[config.mk]
export PLATFORM = sky130hd
export DESIGN_NAME = alu_share_arbiter_flat
export DESIGN_NICKNAME = d
export VERILOG_FILES = /design/src/rtl/alu_pkg.sv /design/src/rtl/alu_share_arbiter_if.sv /design/src/rtl/alu_share_arbiter_rr_arbiter.sv /design/src/rtl/alu_share_arbiter.sv /design/src/flat_wrapper.sv
export SDC_FILE = /design/constraint.sdc
export NUM_CORES = 1
export LEC_CHECK = 0
export CAP_MARGIN = 10
export CORE_AREA = 3 3 113 115
export DETAILED_ROUTE_END_ITERATION = 12
export DIE_AREA = 0 0 116 118
export GPL_TIMING_DRIVEN = 0
export PLACE_DENSITY = 0.68
export RECOVER_POWER = 50
export SETUP_SLACK_MARGIN = 0.4
export SKIP_LAST_GASP = 1
export SYNTH_ARGS = -nofsm -noshare
export SYNTH_HDL_FRONTEND = slang
export SYNTH_SLANG_ARGS = --single-unit
export TNS_END_PERCENT = 1
[constraint.sdc]
create_clock -name clk -period 2.4 [get_ports clk]
set_input_delay 0.36 -clock clk [delete_from_list [all_inputs] [get_ports clk]]
set_output_delay 0.36 -clock clk [all_outputs]
set_load 0.03 [all_outputs]
[src/rtl/alu_pkg.sv]
// Shared ALU definitions for the ALU-sharing arbiter.
// Holds the datapath widths and the ALU control codes understood by the
// shared combinational ALU. Codes 4'b1010..4'b1111 are undefined; the
// arbiter passes them through untouched.
package alu_pkg;

    localparam int XLEN      = 32;
    localparam int ALUCTRL_W = 4;

    localparam logic [ALUCTRL_W-1:0] ALU_ADD  = 4'b0000;
    localparam logic [ALUCTRL_W-1:0] ALU_SUB  = 4'b0001;
    localparam logic [ALUCTRL_W-1:0] ALU_AND  = 4'b0010;
    localparam logic [ALUCTRL_W-1:0] ALU_OR   = 4'b0011;
    localparam logic [ALUCTRL_W-1:0] ALU_XOR  = 4'b0100;
    localparam logic [ALUCTRL_W-1:0] ALU_SLL  = 4'b0101;
    localparam logic [ALUCTRL_W-1:0] ALU_SRL  = 4'b0110;
    localparam logic [ALUCTRL_W-1:0] ALU_SRA  = 4'b0111;
    localparam logic [ALUCTRL_W-1:0] ALU_SLT  = 4'b1000;
    localparam logic [ALUCTRL_W-1:0] ALU_SLTU = 4'b1001;

endpackage

[src/rtl/alu_share_arbiter_if.sv]
// Request/response bundle between the requesters plus response consumer
// (master side) and the ALU-sharing arbiter (slave side).
//   req_valid/req_ready : per-requester handshake, one bit per requester
//   req_a/req_b/req_op  : packed operands and ALU code, slice i = requester i
//   rsp_valid/rsp_ready : one-entry response handshake
//   rsp_data/rsp_id     : captured ALU result and issuing requester index
interface alu_share_arbiter_if
    import alu_pkg::*;
#(
    parameter int NUM_REQ = 2,
    parameter int ID_W    = 1
) ();

    logic [NUM_REQ-1:0]           req_valid;
    logic [NUM_REQ-1:0]           req_ready;
    logic [NUM_REQ*XLEN-1:0]      req_a;
    logic [NUM_REQ*XLEN-1:0]      req_b;
    logic [NUM_REQ*ALUCTRL_W-1:0] req_op;
    logic                         rsp_valid;
    logic                         rsp_ready;
    logic [XLEN-1:0]              rsp_data;
    logic [ID_W-1:0]              rsp_id;

    modport master (
        output req_valid, req_a, req_b, req_op, rsp_ready,
        input  req_ready, rsp_valid, rsp_data, rsp_id
    );

    modport slave (
        input  req_valid, req_a, req_b, req_op, rsp_ready,
        output req_ready, rsp_valid, rsp_data, rsp_id
    );

endinterface

[src/rtl/alu_share_arbiter_rr_arbiter.sv]
// Combinational round-robin arbiter.
//   req     : request vector
//   rr_ptr  : index that has highest priority this cycle
//   enable  : grant permitted this cycle
//   grant   : one-hot grant (all zero when disabled or nothing requested)
//   gnt     : binary index of the selected requester (valid even when
//             enable is low, so the parent can steer the operand mux)
//   any_gnt : a grant is being issued
module rr_arbiter #(
    parameter int NUM_REQ = 2,
    parameter int ID_W    = 1
) (
    input  logic [NUM_REQ-1:0] req,
    input  logic [ID_W-1:0]    rr_ptr,
    input  logic               enable,
    output logic [NUM_REQ-1:0] grant,
    output logic [ID_W-1:0]    gnt,
    output logic               any_gnt
);

    logic found;
    int   scan_idx;

    always_comb begin
        found    = 1'b0;
        gnt      = '0;
        scan_idx = 0;
        for (int i = 0; i < NUM_REQ; i++) begin
            // Wrap modulo NUM_REQ without a divider; works for non-power-of-2 counts.
            scan_idx = int'(rr_ptr) + i;
            if (scan_idx >= NUM_REQ) begin
                scan_idx = scan_idx - NUM_REQ;
            end
            for (int j = 0; j < NUM_REQ; j++) begin
                if (!found && (scan_idx == j) && req[j]) begin
                    found = 1'b1;
                    gnt   = ID_W'(j);
                end
            end
        end
    end

    assign any_gnt = found && enable;

    always_comb begin
        grant = '0;
        for (int j = 0; j < NUM_REQ; j++) begin
            grant[j] = any_gnt && (gnt == ID_W'(j));
        end
    end

endmodule

[src/rtl/alu_share_arbiter.sv]
// Shares one combinational ALU between NUM_REQ requesters.
// Round-robin arbitration picks one valid requester per cycle, drives its
// operands onto the shared ALU and captures the result into a one-entry
// response register tagged with the requester id.
//   clk, rst   : clock, synchronous active-high reset
//   bus        : request/response bundle (slave side)
//   alu_a/b    : operands to the shared ALU
//   alu_ctrl   : control code to the shared ALU
//   alu_result : combinational result from the shared ALU
//   grant_cnt  : accepted operations, saturating at 16'hFFFF
// ID_W must equal max(1, clog2(NUM_REQ)).
module alu_share_arbiter
    import alu_pkg::*;
#(
    parameter int NUM_REQ = 2,
    parameter int ID_W    = 1
) (
    input  logic                 clk,
    input  logic                 rst,
    alu_share_arbiter_if.slave   bus,
    output logic [XLEN-1:0]      alu_a,
    output logic [XLEN-1:0]      alu_b,
    output logic [ALUCTRL_W-1:0] alu_ctrl,
    input  logic [XLEN-1:0]      alu_result,
    output logic [15:0]          grant_cnt
);

    logic [ID_W-1:0]    rr_ptr;
    logic [ID_W-1:0]    gnt;
    logic [ID_W-1:0]    sel;
    logic [ID_W-1:0]    next_ptr;
    logic [NUM_REQ-1:0] grant;
    logic               any_gnt;
    logic               can_issue;

    logic               rsp_valid_q;
    logic [XLEN-1:0]    rsp_data_q;
    logic [ID_W-1:0]    rsp_id_q;
    logic [15:0]        grant_cnt_q;

    // Slot is free, or its current occupant leaves this cycle.
    assign can_issue = !rsp_valid_q || bus.rsp_ready;

    rr_arbiter #(
        .NUM_REQ (NUM_REQ),
        .ID_W    (ID_W)
    ) u_rr_arbiter (
        .req     (bus.req_valid),
        .rr_ptr  (rr_ptr),
        .enable  (can_issue),
        .grant   (grant),
        .gnt     (gnt),
        .any_gnt (any_gnt)
    );

    assign bus.req_ready = grant;

    // Idle cycles steer the rr_ptr slice so the ALU inputs stay defined.
    assign sel = any_gnt ? gnt : rr_ptr;

    always_comb begin
        alu_a    = '0;
        alu_b    = '0;
        alu_ctrl = '0;
        for (int i = 0; i < NUM_REQ; i++) begin
            if (sel == ID_W'(i)) begin
                alu_a    = bus.req_a[i*XLEN +: XLEN];
                alu_b    = bus.req_b[i*XLEN +: XLEN];
                alu_ctrl = bus.req_op[i*ALUCTRL_W +: ALUCTRL_W];
            end
        end
    end

    assign next_ptr = (gnt == ID_W'(NUM_REQ - 1)) ? '0 : gnt + ID_W'(1);

    // any_gnt already implies req_valid[gnt] && req_ready[gnt].
    always_ff @(posedge clk) begin
        if (rst) begin
            rr_ptr      <= '0;
            rsp_valid_q <= 1'b0;
            rsp_data_q  <= '0;
            rsp_id_q    <= '0;
            grant_cnt_q <= '0;
        end else if (any_gnt) begin
            rr_ptr      <= next_ptr;
            rsp_valid_q <= 1'b1;
            rsp_data_q  <= alu_result;
            rsp_id_q    <= gnt;
            if (grant_cnt_q != 16'hFFFF) begin
                grant_cnt_q <= grant_cnt_q + 16'd1;
            end
        end else if (rsp_valid_q && bus.rsp_ready) begin
            rsp_valid_q <= 1'b0;
        end
    end

    assign bus.rsp_valid = rsp_valid_q;
    assign bus.rsp_data  = rsp_data_q;
    assign bus.rsp_id    = rsp_id_q;
    assign grant_cnt     = grant_cnt_q;

endmodule

[src/flat_wrapper.sv]
// flat-port wrapper written by rule: the top's interface ports become plain ports
module alu_share_arbiter_flat import alu_pkg::*;
#(
    parameter int NUM_REQ = 2,
    parameter int ID_W    = 1
)
  (clk, rst, alu_a, alu_b, alu_ctrl, alu_result, grant_cnt, bus_req_valid, bus_req_a, bus_req_b, bus_req_op, bus_rsp_ready, bus_req_ready, bus_rsp_valid, bus_rsp_data, bus_rsp_id);
  alu_share_arbiter_if #(.NUM_REQ(NUM_REQ), .ID_W(ID_W)) bus_i ();
  input  logic clk;
  input  logic rst;
  output logic [XLEN-1:0] alu_a;
  output logic [XLEN-1:0] alu_b;
  output logic [ALUCTRL_W-1:0] alu_ctrl;
  input  logic [XLEN-1:0] alu_result;
  output logic [15:0] grant_cnt;
  input wire logic [$bits(bus_i.req_valid)-1:0] bus_req_valid;
  input wire logic [$bits(bus_i.req_a)-1:0] bus_req_a;
  input wire logic [$bits(bus_i.req_b)-1:0] bus_req_b;
  input wire logic [$bits(bus_i.req_op)-1:0] bus_req_op;
  input wire logic [$bits(bus_i.rsp_ready)-1:0] bus_rsp_ready;
  output wire logic [$bits(bus_i.req_ready)-1:0] bus_req_ready;
  output wire logic [$bits(bus_i.rsp_valid)-1:0] bus_rsp_valid;
  output wire logic [$bits(bus_i.rsp_data)-1:0] bus_rsp_data;
  output wire logic [$bits(bus_i.rsp_id)-1:0] bus_rsp_id;
  assign bus_i.req_valid = bus_req_valid;
  assign bus_i.req_a = bus_req_a;
  assign bus_i.req_b = bus_req_b;
  assign bus_i.req_op = bus_req_op;
  assign bus_i.rsp_ready = bus_rsp_ready;
  assign bus_req_ready = bus_i.req_ready;
  assign bus_rsp_valid = bus_i.rsp_valid;
  assign bus_rsp_data = bus_i.rsp_data;
  assign bus_rsp_id = bus_i.rsp_id;
  alu_share_arbiter #(.NUM_REQ(NUM_REQ), .ID_W(ID_W)) u_core (.clk(clk), .rst(rst), .bus(bus_i), .alu_a(alu_a), .alu_b(alu_b), .alu_ctrl(alu_ctrl), .alu_result(alu_result), .grant_cnt(grant_cnt));
endmodule
==> impl_metrics.toml <==
[status]
status = "finished, final reports clean"

[routing]
drt-initial-drc-count = 186
post_drt_via_cell_ratio = 4.73
ant_nets = 0
drc = 0
m1WireLength_um = 7130
drt-total-wl_um = 16900
wl_met2_um = 7670
wl_met3_um = 1870
top_layer = "met4"
vias = 3772
wl_per_cell_um = 21.2
first_pass_iters = 4

[cells_and_area]
drive_gt1_frac = 0.272
nets = 820
fillers = 1142
area_growth_pct = 111
seqCellArea_mm2 = 0.00102
instances_no_fill = 797
multiInputGateArea_mm2 = 0.00187

[global_routing]
grt_use_total = 0.239
antenna_found_initial = 3
grt_pass1_vias = 3908
gr-total-overflow = 0
grt_pass1_wl_um = 24200
grt_max_degree = 16

[critical_path]
critPathArrivalTime_ps = 2030
reg2reg_depth = 6
r2r_end = "u_core.grant_cnt[6]"
r2r_slack_ps = 410
reg2reg_from = "u_core.grant_cnt[0]"
start_kind = "flop"
crit_required_ps = 2040
path_max_fanout = 6
endpoint_kind = "output pin"
crit_type = "flop to output pin"

[synthesis]
yosysUniqueCellTypes = 40
syn_area_mm2 = 0.00295
syn_area_per_cell_um2 = 8.71
async_reset_ff_frac = 0
ys.flop_type = "dfxtp_1"
ys_seq_area_frac = 0.346
syn_inst = 339
synth.yosys.warnings = 0
synth_edf_count = 0
synth_fp_nets = 513
ys_ff_latch = 51

[placed_design]
io_buffer_count = 291
dp.cells = 777
gp_congestion = 0.971
dp_hpwl_um = 14200
post-place-ws_ps = -969

[floorplanning]
die_h_um = 118
ioPinCount = 293
core_area_mm2 = 0.0119
die_area_mm2 = 0.0137
initial_core_util = 0.248
die_w_um = 116
num_rows = 40

[pwr]
peakVddDrop_v = 0.000383
pwr_density_cell_mw_per_mm2 = 512
leakagePower_nw = 2.50

[cts]
hold_buffers = 0
cts_buffer_depth = 2
cts.clk_slew.worst_paths_ps = 70
cts_root_buf = "clkbuf_16"
worstSkewPairLatency_ps = 290
clock_sinks = 51
h-tree-depth = 2
cts_tree = "yes"
numCtsBuffers = 5

[hold_path]
whs_path_depth = 2
holdPathEnd = "u_core.bus.rsp_data[21]"
hold_start = "u_core.bus.rsp_data[21]"
hp-class = "flop to flop"

[sta]
tightestPinTransition_ps = 531
hold_viol = 0
slew_violations = 0
timing.slew.headroom = 0.646
fmax_ghz = 0.418
skew_ps = 2.66
min_period_over_period = 0.998
period_needed_ps = 2390
rsz0062_at_grt = "true"
finalSetupViolations = 0
fin_ws_ps = 5.25

[flow_run]
drv_cap = 0
[state kept, by name (all words and copies together), names as in the netlist]
register              count
u_core.rr_ptr             1
u_core.bus.rsp_id         1
u_core.bus.rsp_valid      1
u_core.grant_cnt         16
u_core.bus.rsp_data      32
[cells in the final DEF (no fill, tap or decap), drive strengths merged, types with 18 or more instances in the layout]
cell type and instances:
a21oi 42, buf 79, clkbuf 18, clkdlybuf4s50 185, dfxtp 51, dlygate4sd3 34
mux2 69, nand2 76
[routing by layer]
metal	GRT usage	vias up
li1	-	1835
met4	0.0464	0
met2	0.372	191
met3	0.0735	12
met5	0	-
met1	0.326	1734
[synth_stat cells, types with 3 or more instances]
master    number  area share
buf_2          5      0.0085
a21oi_1       42       0.071
nand2_1       75       0.095
o31a_1         3      0.0089
nand3_1        7       0.012
mux2_2        69        0.26
nand2b_1       3      0.0064
o21ai_0        6       0.010
inv_1          7      0.0089
o311a_1        3       0.010
nand4_1        5       0.011
nor4_1         4      0.0085
o31ai_1        6       0.015
or4_1          4       0.010
dfxtp_1       51        0.35
clkbuf_1      10       0.013
nor2_1         6      0.0076
[worst max path at each step]
| stage | depth (start not counted) | end | startpoint | slack, ps |
|---|---|---|---|---|
| floorplan | 6 | alu_a[12] | u_core.bus.rsp_valid | 360 |
| global placement | 8 | alu_b[22] | bus_req_valid[1] | -980 |
| detailed placement | 8 | alu_b[14] | bus_req_valid[1] | -970 |
| CTS | 8 | alu_b[14] | u_core.bus.rsp_valid | -70 |
| global route | 6 | bus_req_ready[0] | u_core.bus.rsp_valid | -90 |
| finish | 8 | alu_b[14] | u_core.bus.rsp_valid | 5 |
[final cells by class]
| cell class | count | share of cell area |
|---|---|---|
| Timing Repair Buffer | 300 | 0.446 |
| Tap cell | 147 | 0.0295 |
| Multi-Input combinational cell | 261 | 0.300 |
| Clock inverter | 2 | 0.00963 |
| Buffer | 20 | 0.0245 |
| Inverter | 7 | 0.00421 |
| Clock buffer | 6 | 0.0207 |
| Sequential cell | 51 | 0.164 |
| Antenna cell | 3 | 0.00120 |
[worst max-delay path: stages (launching register included)]
cell,delay (ps)
dfxtp_2,320
nor2b_4,140
nor3_4,160
a2bb2oi_4,250
buf_8,170
buf_12,110
buf_16,110
mux2_4,330
buf_6,150
[kinds of logic after synthesis]
family          Yosys count  share of synthesized area
flops                    51                      0.346
fa+ha+maj                 1                    0.00423
mux                      70                      0.266
simple gates            122                      0.199
compound gates           68                      0.139
buf+inv                  27                     0.0457
[through the flow]
| stage | util | power [mW] | setup TNS, ps | area [um2] | hold WS (ps) |
|---|---|---|---|---|---|
| after floorplan | - | 1.59 | 0 | 2960 | 493 |
| after detailed placement | 0.509 | 2.31 | -56330 | 6060 | 446 |
| after CTS | 0.522 | 3.23 | -1760 | 6220 | 275 |
| after global placement | 0.509 | 2.31 | -57660 | 6060 | 441 |
| after global routing | 0.523 | 3.32 | -2270 | 6230 | 480 |
| final | 0.524 | 3.19 | 0 | 6240 | 450 |
[power breakdown]
group	switching, mW	internal [mW]
logic	0.703	0.653
registers	0.0270	0.891
clock network	0.318	0.598
total	1.05	2.14
[timing repair]
item                                   4_1_cts  5_1_grt
setup endpoints to repair                   70       79
gates cloned                                 1        0
gates resized for setup                    382        5
pin swaps                                    1        3
endpoints found under the hold margin        0        0
buffers inserted                             6        2
Note: power is estimated with default switching activity, not from simulation.
